[config.mk]
export PLATFORM = sky130hd
export DESIGN_NAME = cdb_writeback_arbiter
export DESIGN_NICKNAME = d
export VERILOG_FILES = /design/src/rtl/cdb_writeback_arbiter.sv
export SDC_FILE = /design/constraint.sdc
export NUM_CORES = 1
export LEC_CHECK = 0
export BUFFER_PORTS_ARGS = -buffer_cell sky130_fd_sc_hd__buf_2
export CORE_ASPECT_RATIO = 2
export CORE_UTILIZATION = 48
export CTS_CLUSTER_SIZE = 20
export DETAILED_ROUTE_END_ITERATION = 12
export PLACE_DENSITY_LB_ADDON = 0.15
export SLEW_MARGIN = 0
export SYNTH_ARGS = -nofsm -noshare
export SYNTH_HDL_FRONTEND = slang
export SYNTH_HIERARCHICAL = 1
export SYNTH_SLANG_ARGS = --single-unit
[constraint.sdc]
create_clock -name clk -period 13.7 [get_ports clk]
set_input_delay 2.74 -clock clk [delete_from_list [all_inputs] [get_ports clk]]
set_output_delay 2.74 -clock clk [all_outputs]
set_load 0.1 [all_outputs]
[src/rtl/cdb_writeback_arbiter.sv]
// rtl/cdb_writeback_arbiter.sv - per-unit result FIFOs round-robin serialised onto one registered CDB with mispredict squash

module cdb_wb_fifo #(
    parameter int DEPTH = 2,
    parameter int TAG_W = 5,
    parameter int ENT_W = 45
) (
    input  logic             clk,
    input  logic             reset,
    input  logic             live,
    input  logic [TAG_W-1:0] rob_head,
    input  logic             flush,
    input  logic [TAG_W-1:0] flush_tag,
    input  logic             push_valid,
    input  logic [ENT_W-1:0] push_data,
    input  logic             pop,
    output logic             ready,
    output logic             head_valid,
    output logic [ENT_W-1:0] head_data
);

    localparam int CW = $clog2(DEPTH + 1);

    logic [ENT_W-1:0] mem_q [DEPTH];
    logic [ENT_W-1:0] mem_d [DEPTH];
    logic [ENT_W-1:0] comp [DEPTH];
    logic [CW-1:0]    rank [DEPTH];
    logic [DEPTH-1:0] keep;
    logic [CW-1:0]    count_q;
    logic [CW-1:0]    count_d;
    logic [CW-1:0]    surv_cnt;
    logic [CW-1:0]    base_cnt;
    logic             push_ok;

    // Younger than the branch means strictly further from the ROB head, modulo the tag space.
    function automatic logic is_younger(input logic [TAG_W-1:0] t,
                                        input logic [TAG_W-1:0] head,
                                        input logic [TAG_W-1:0] br_tag);
        logic [TAG_W-1:0] age_t;
        logic [TAG_W-1:0] age_b;
        age_t = t - head;
        age_b = br_tag - head;
        return age_t > age_b;
    endfunction

    assign ready = live && (count_q < CW'(DEPTH));

    always_comb begin
        surv_cnt = '0;
        keep     = '0;
        for (int i = 0; i < DEPTH; i++) begin
            keep[i] = (CW'(i) < count_q) &&
                      !(flush && is_younger(mem_q[i][ENT_W-1 -: TAG_W], rob_head, flush_tag));
            rank[i]  = surv_cnt;
            surv_cnt = surv_cnt + CW'(keep[i]);
        end
        // Survivors are packed towards slot 0 so age order is preserved after a squash.
        for (int j = 0; j < DEPTH; j++) begin
            comp[j] = '0;
            for (int i = 0; i < DEPTH; i++) begin
                if (keep[i] && (rank[i] == CW'(j))) begin
                    comp[j] = mem_q[i];
                end
            end
        end
    end

    assign head_valid = (surv_cnt != '0);
    assign head_data  = comp[0];

    always_comb begin
        push_ok  = push_valid && ready &&
                   !(flush && is_younger(push_data[ENT_W-1 -: TAG_W], rob_head, flush_tag));
        base_cnt = surv_cnt - CW'(pop);
        for (int j = 0; j < DEPTH - 1; j++) begin
            mem_d[j] = pop ? comp[j+1] : comp[j];
        end
        mem_d[DEPTH-1] = pop ? '0 : comp[DEPTH-1];
        for (int j = 0; j < DEPTH; j++) begin
            if (push_ok && (base_cnt == CW'(j))) begin
                mem_d[j] = push_data;
            end
        end
        count_d = base_cnt + CW'(push_ok);
    end

    always_ff @(posedge clk or negedge reset) begin
        if (!reset) begin
            count_q <= '0;
            for (int i = 0; i < DEPTH; i++) begin
                mem_q[i] <= '0;
            end
        end else begin
            count_q <= count_d;
            for (int i = 0; i < DEPTH; i++) begin
                mem_q[i] <= mem_d[i];
            end
        end
    end

endmodule

module cdb_writeback_arbiter #(
    parameter int DEPTH  = 2,
    parameter int TAG_W  = 5,
    parameter int PREG_W = 7,
    parameter int DATA_W = 32
) (
    input  logic              clk,
    input  logic              reset,
    input  logic [TAG_W-1:0]  rob_head,
    input  logic              mispredict,
    input  logic [TAG_W-1:0]  mispredict_tag,
    input  logic              alu_valid,
    input  logic [TAG_W-1:0]  alu_rob_tag,
    input  logic [PREG_W-1:0] alu_pd,
    input  logic              alu_we,
    input  logic [DATA_W-1:0] alu_data,
    input  logic              br_valid,
    input  logic [TAG_W-1:0]  br_rob_tag,
    input  logic [PREG_W-1:0] br_pd,
    input  logic              br_we,
    input  logic [DATA_W-1:0] br_data,
    input  logic              mem_valid,
    input  logic [TAG_W-1:0]  mem_rob_tag,
    input  logic [PREG_W-1:0] mem_pd,
    input  logic              mem_we,
    input  logic [DATA_W-1:0] mem_data,
    output logic              alu_ready,
    output logic              br_ready,
    output logic              mem_ready,
    output logic              cdb_valid,
    output logic [TAG_W-1:0]  cdb_rob_tag,
    output logic [PREG_W-1:0] cdb_pd,
    output logic              cdb_we,
    output logic [DATA_W-1:0] cdb_data
);

    localparam int ENT_W = TAG_W + PREG_W + 1 + DATA_W;

    logic              live_q;
    logic [1:0]        rr_q;
    logic [1:0]        win;
    logic              any_head;
    logic [2:0]        head_valid;
    logic [2:0]        pop;
    logic [2:0]        src_ready;
    logic [2:0]        src_valid;
    logic [ENT_W-1:0]  src_data [3];
    logic [ENT_W-1:0]  head_data [3];
    logic [ENT_W-1:0]  win_data;
    logic              cdb_valid_q;
    logic              cdb_we_q;
    logic [TAG_W-1:0]  cdb_tag_q;
    logic [PREG_W-1:0] cdb_pd_q;
    logic [DATA_W-1:0] cdb_data_q;

    assign src_valid   = {mem_valid, br_valid, alu_valid};
    assign src_data[0] = {alu_rob_tag, alu_pd, alu_we, alu_data};
    assign src_data[1] = {br_rob_tag, br_pd, br_we, br_data};
    assign src_data[2] = {mem_rob_tag, mem_pd, mem_we, mem_data};

    for (genvar g = 0; g < 3; g++) begin : g_src
        cdb_wb_fifo #(
            .DEPTH (DEPTH),
            .TAG_W (TAG_W),
            .ENT_W (ENT_W)
        ) u_fifo (
            .clk        (clk),
            .reset      (reset),
            .live       (live_q),
            .rob_head   (rob_head),
            .flush      (mispredict),
            .flush_tag  (mispredict_tag),
            .push_valid (src_valid[g]),
            .push_data  (src_data[g]),
            .pop        (pop[g]),
            .ready      (src_ready[g]),
            .head_valid (head_valid[g]),
            .head_data  (head_data[g])
        );
    end

    assign alu_ready = src_ready[0];
    assign br_ready  = src_ready[1];
    assign mem_ready = src_ready[2];

    // Readies stay low until the first edge after reset release.
    always_ff @(posedge clk or negedge reset) begin
        if (!reset) begin
            live_q <= 1'b0;
        end else begin
            live_q <= 1'b1;
        end
    end

    // Round-robin search over surviving heads, starting at rr_q in ALU, BR, MEM order.
    always_comb begin
        any_head = |head_valid;
        case (rr_q)
            2'd1:    win = head_valid[1] ? 2'd1 : (head_valid[2] ? 2'd2 : 2'd0);
            2'd2:    win = head_valid[2] ? 2'd2 : (head_valid[0] ? 2'd0 : 2'd1);
            default: win = head_valid[0] ? 2'd0 : (head_valid[1] ? 2'd1 : 2'd2);
        endcase
        pop = '0;
        if (any_head) begin
            pop[win] = 1'b1;
        end
        case (win)
            2'd1:    win_data = head_data[1];
            2'd2:    win_data = head_data[2];
            default: win_data = head_data[0];
        endcase
    end

    always_ff @(posedge clk or negedge reset) begin
        if (!reset) begin
            rr_q        <= 2'd0;
            cdb_valid_q <= 1'b0;
            cdb_we_q    <= 1'b0;
            cdb_tag_q   <= '0;
            cdb_pd_q    <= '0;
            cdb_data_q  <= '0;
        end else if (any_head) begin
            rr_q        <= (win == 2'd2) ? 2'd0 : win + 2'd1;
            cdb_valid_q <= 1'b1;
            cdb_tag_q   <= win_data[ENT_W-1 -: TAG_W];
            cdb_pd_q    <= win_data[DATA_W+1 +: PREG_W];
            cdb_we_q    <= win_data[DATA_W];
            cdb_data_q  <= win_data[DATA_W-1:0];
        end else begin
            cdb_valid_q <= 1'b0;
        end
    end

    assign cdb_valid   = cdb_valid_q;
    assign cdb_rob_tag = cdb_tag_q;
    assign cdb_pd      = cdb_pd_q;
    assign cdb_we      = cdb_valid_q & cdb_we_q;
    assign cdb_data    = cdb_data_q;

endmodule

==> results by group <==
Status
  • Outcome: finished clean

Floorplan
  • Initial Util: 0.488
  • Die Ht: roughly 310 um
  • Core Region: about 45000 um2
  • Num rows: 110
  • IO Count: 200
  • Die Area: roughly 47000 um2
  • Die Span X: approximately 150 um

Placed design
  • Post-DP HPWL: 47500 um
  • Placed cells: slightly above 3000
  • Routability Congestion: ~0.9
  • Port Buffers: slightly below 200

Global routing
  • Number of global-route vias before repair: 18800
  • Global-route wire length before repair: approximately 110000 um
  • Met2 GRT Util: 0.522
  • Met1 usage: 0.340
  • GRT overflow: 0
  • M3 GR Usage: 0.0310
  • GR Util All Layers: 0.300
  • Largest net degree at the start of global routing: 130
  • GR peak layer: met2
  • Antenna violations before repair: 6

Timing
  • Slew headroom: 0.253
  • Maximum clock frequency: 0.100 GHz
  • Final TNS setup: 0 ns
  • Fin. max-slew vios: 0
  • Worst Max-Slew Pin Slew: 1.12 ns
  • RSZ-0062 raised after global routing: false
  • Setup Skew: 0.0102 ns
  • Period utilization: 0.729
  • Final Hold Viols: 0
  • Finish-stage setup viols: 0
  • Post-layout min period: 9.99 ns

Setup path
  • CP top delay family: compound AO/OA/AOI/OAI gates
  • CP endpoint kind: register
  • WP depth: 29
  • Slowest cell on the critical path: buf_4
  • Worst-path fanout max: 90
  • Worst EP arrival: 10.37 ns
  • Setup CP Type: in -> reg
  • CP Data Required Time: ~14 ns
  • Crit path launch type: input port
  • Most used cell, CP: ha_1
  • Max stage delay on crit path: around 0.50 ns
  • Reg2Reg Depth: 27
  • Critical path buffers and inverters: 7

Routing
  • DR DRC count: 0
  • Initial DRC Count: 1307
  • Antenna Nets Post-Route: 0
  • DR WL/cell: 22.3 um
  • Drt total wl: roughly 70000 um
  • DRT Pass-1 Iters: 8
  • Routed via count: approximately 19000
  • Via density: between 5 and 6

Yosys
  • Sequential cell area fraction in the yosys report: 0.368
  • Synthesized net count: 2752
  • Syn Area/Cell: approximately 8.9 um2
  • Synth Cell Area: ~22000 um2
  • Mapped Cells: 2483
  • YS warnings: 6
  • Library cells used by synthesis: between 60 and 70
  • Asr flop ratio synth: 1.00
  • Register bit count reported by yosys: 325
  • Synth Flop Type: dfrtp_1
  • Post-synth EDFFs: 0

Final layout
  • Layout cells sized above 1: 0.156
  • Layout area overhead: 9.64%
  • # nets final: around 2800
  • Final cell count without fillers: around 3200
  • Most frequent cells in the layout: nand2_1 (517), dfrtp_1 (325), inv_1 (280)
  • Commonest non-fill, non-tap cell in the layout: nand2_1

CTS
  • Postcts setup bufs: 0
  • CTS clock-pin slew for the worst setup and hold paths: about 0.07 ns
  • Clock root cell: clkbuf_16
  • Post-cts sizing count: 0
  • Sink Count: 325
  • CTS tree: done
  • CTS Buffer Depth: 3
  • Hold Buf Count CTS: 0
  • Num CTS Buffers: 29
  • H-tree Lvls: 1
  • Insertion delay to the later sink of the worst-skew pair: between 0.5 and 0.6 ns

Pwr
  • Maximum vdd drop: approximately 210 uV
  • Power density over the cells: roughly 250 nW/um2
  • Standby leakage power: around 12 nW

Run
  • Max Cap Viol: 0

Hold path
  • Hold path depth: 2
  • Hold crit path type: reg -> reg
==> flip-flops by register name, indices dropped and copies added (netlist names), 2 cells and up <==
name and count:
g_src.u_fifo/mem_q 270, cdb_rob_tag 5, cdb_data 32, cdb_pd 7
rr_q 2, g_src.u_fifo/count_q 6
==> worst reg2reg max path, stage by stage (launching register included) <==
cell	delay, ns
dfrtp_1	0.38
inv_1	0.10
ha_1	0.18
inv_1	0.06
fa_1	0.39
a21o_1	0.18
a21oi_1	0.18
xnor2_1	0.10
ha_1	0.33
o2111ai_1	0.14
nand2_1	0.09
buf_4	0.49
and2_2	0.29
buf_4	0.51
ha_1	0.28
inv_1	0.13
nor3_4	0.13
buf_4	0.45
inv_2	0.43
and2_1	0.39
ha_1	0.24
xnor2_1	0.23
nand3_1	0.14
a41o_1	0.25
a2111oi_4	0.43
o21ai_4	0.07
buf_4	0.40
mux2_4	0.50
==> through the flow <==
stage	total power, W	instance area, um2	utilization	setup WS [ns]	hold slack, ns
floorplan	0.00415	22100	-	5.03	0.447
global placement	0.00516	23300	0.514	3.32	0.475
detailed placement	0.00522	23300	0.514	3.25	0.479
CTS	0.00609	24200	0.535	3.81	0.501
global route	0.00642	24200	0.535	3.16	0.528
finish	0.00607	24200	0.535	3.71	0.493
==> cell type report <==
class	instances	area (um2)
diodes	3	7.51
clock buffers	43	868
clock inverters	9	95.1
fillers	4167	21000
inverters	282	1060
multi-input cells	1701	12100
flip-flops and latches	325	8130
well taps	560	701
repair buffers	230	1240
==> cell families (layout without fill, tap and decap cells) <==
group / after synthesis / count (layout) / synth area share
adders and majority gates: 121 / 121 / 0.0722
AOI/OAI and AO/OA: 567 / 567 / 0.189
other: 1 / 4 / 0.000170
xor gates and xnor gates: 61 / 61 / 0.0267
muxes: 231 / 231 / 0.119
buffers and inverters: 457 / 564 / 0.0880
and+or+nand+nor: 720 / 720 / 0.137
DFF: 325 / 325 / 0.368
==> Yosys cell counts (8+ instances only) <==
cell	instances	area share
nand2_1	517	0.088
nand2b_1	15	0.0042
a22o_1	45	0.018
xor2_1	17	0.0067
o221ai_1	88	0.035
nand3_1	12	0.0027
mux2_2	39	0.020
buf_6	25	0.013
mux2i_1	137	0.062
dfrtp_1	325	0.37
nor2_1	77	0.013
nand4_1	8	0.0023
buf_2	23	0.0052
and2_1	8	0.0023
nor2b_1	56	0.016
a21o_1	19	0.0064
nand3b_1	8	0.0027
clkbuf_1	111	0.019
a21oi_1	39	0.0088
mux2_4	55	0.037
o211ai_1	46	0.016
o31ai_1	91	0.031
inv_1	280	0.048
ha_1	106	0.060
a221oi_1	45	0.018
o21ai_1	47	0.011
xnor2_1	40	0.016
buf_1	10	0.0017
fa_1	12	0.011
o21ai_0	59	0.013
a31oi_1	50	0.014
==> where the power goes <==
part	switching, W	leakage (nW)	total [W]	internal, W
clock	0.000381	0.484	0.000856	0.000474
combinational	0.00265	6.94	0.00377	0.00112
sequential	0.000201	4.41	0.00145	0.00125
total	0.00323	11.8	0.00607	0.00284
==> metal layers <==
layer | vias to the layer above | routed length, um
met5 | - | 37
met4 | 6 | 5790
met3 | 190 | 3260
met2 | 629 | 35100
met1 | 9144 | 26200
li1 | 8731 | -
==> worst paths after layout <==
| check | startpoint | endpoint | slack [ns] |
|---|---|---|---|
| setup / recovery | rob_head[0] | g_src[1].u_fifo/mem_q[58] | 3.71 |
| hold / removal | cdb_data[0] | cdb_data[0] | 0.49 |
| setup reg to reg | g_src[2].u_fifo/mem_q[85] | g_src[2].u_fifo/mem_q[64] | 6.09 |
| hold reg to reg | cdb_data[0] | cdb_data[0] | 0.49 |
| max in group asynchronous | reset | g_src[0].u_fifo/mem_q[38] | 9.72 |
| min in group asynchronous | reset | g_src[1].u_fifo/mem_q[9] | 2.28 |
Note: power is estimated with default switching activity, not from simulation.
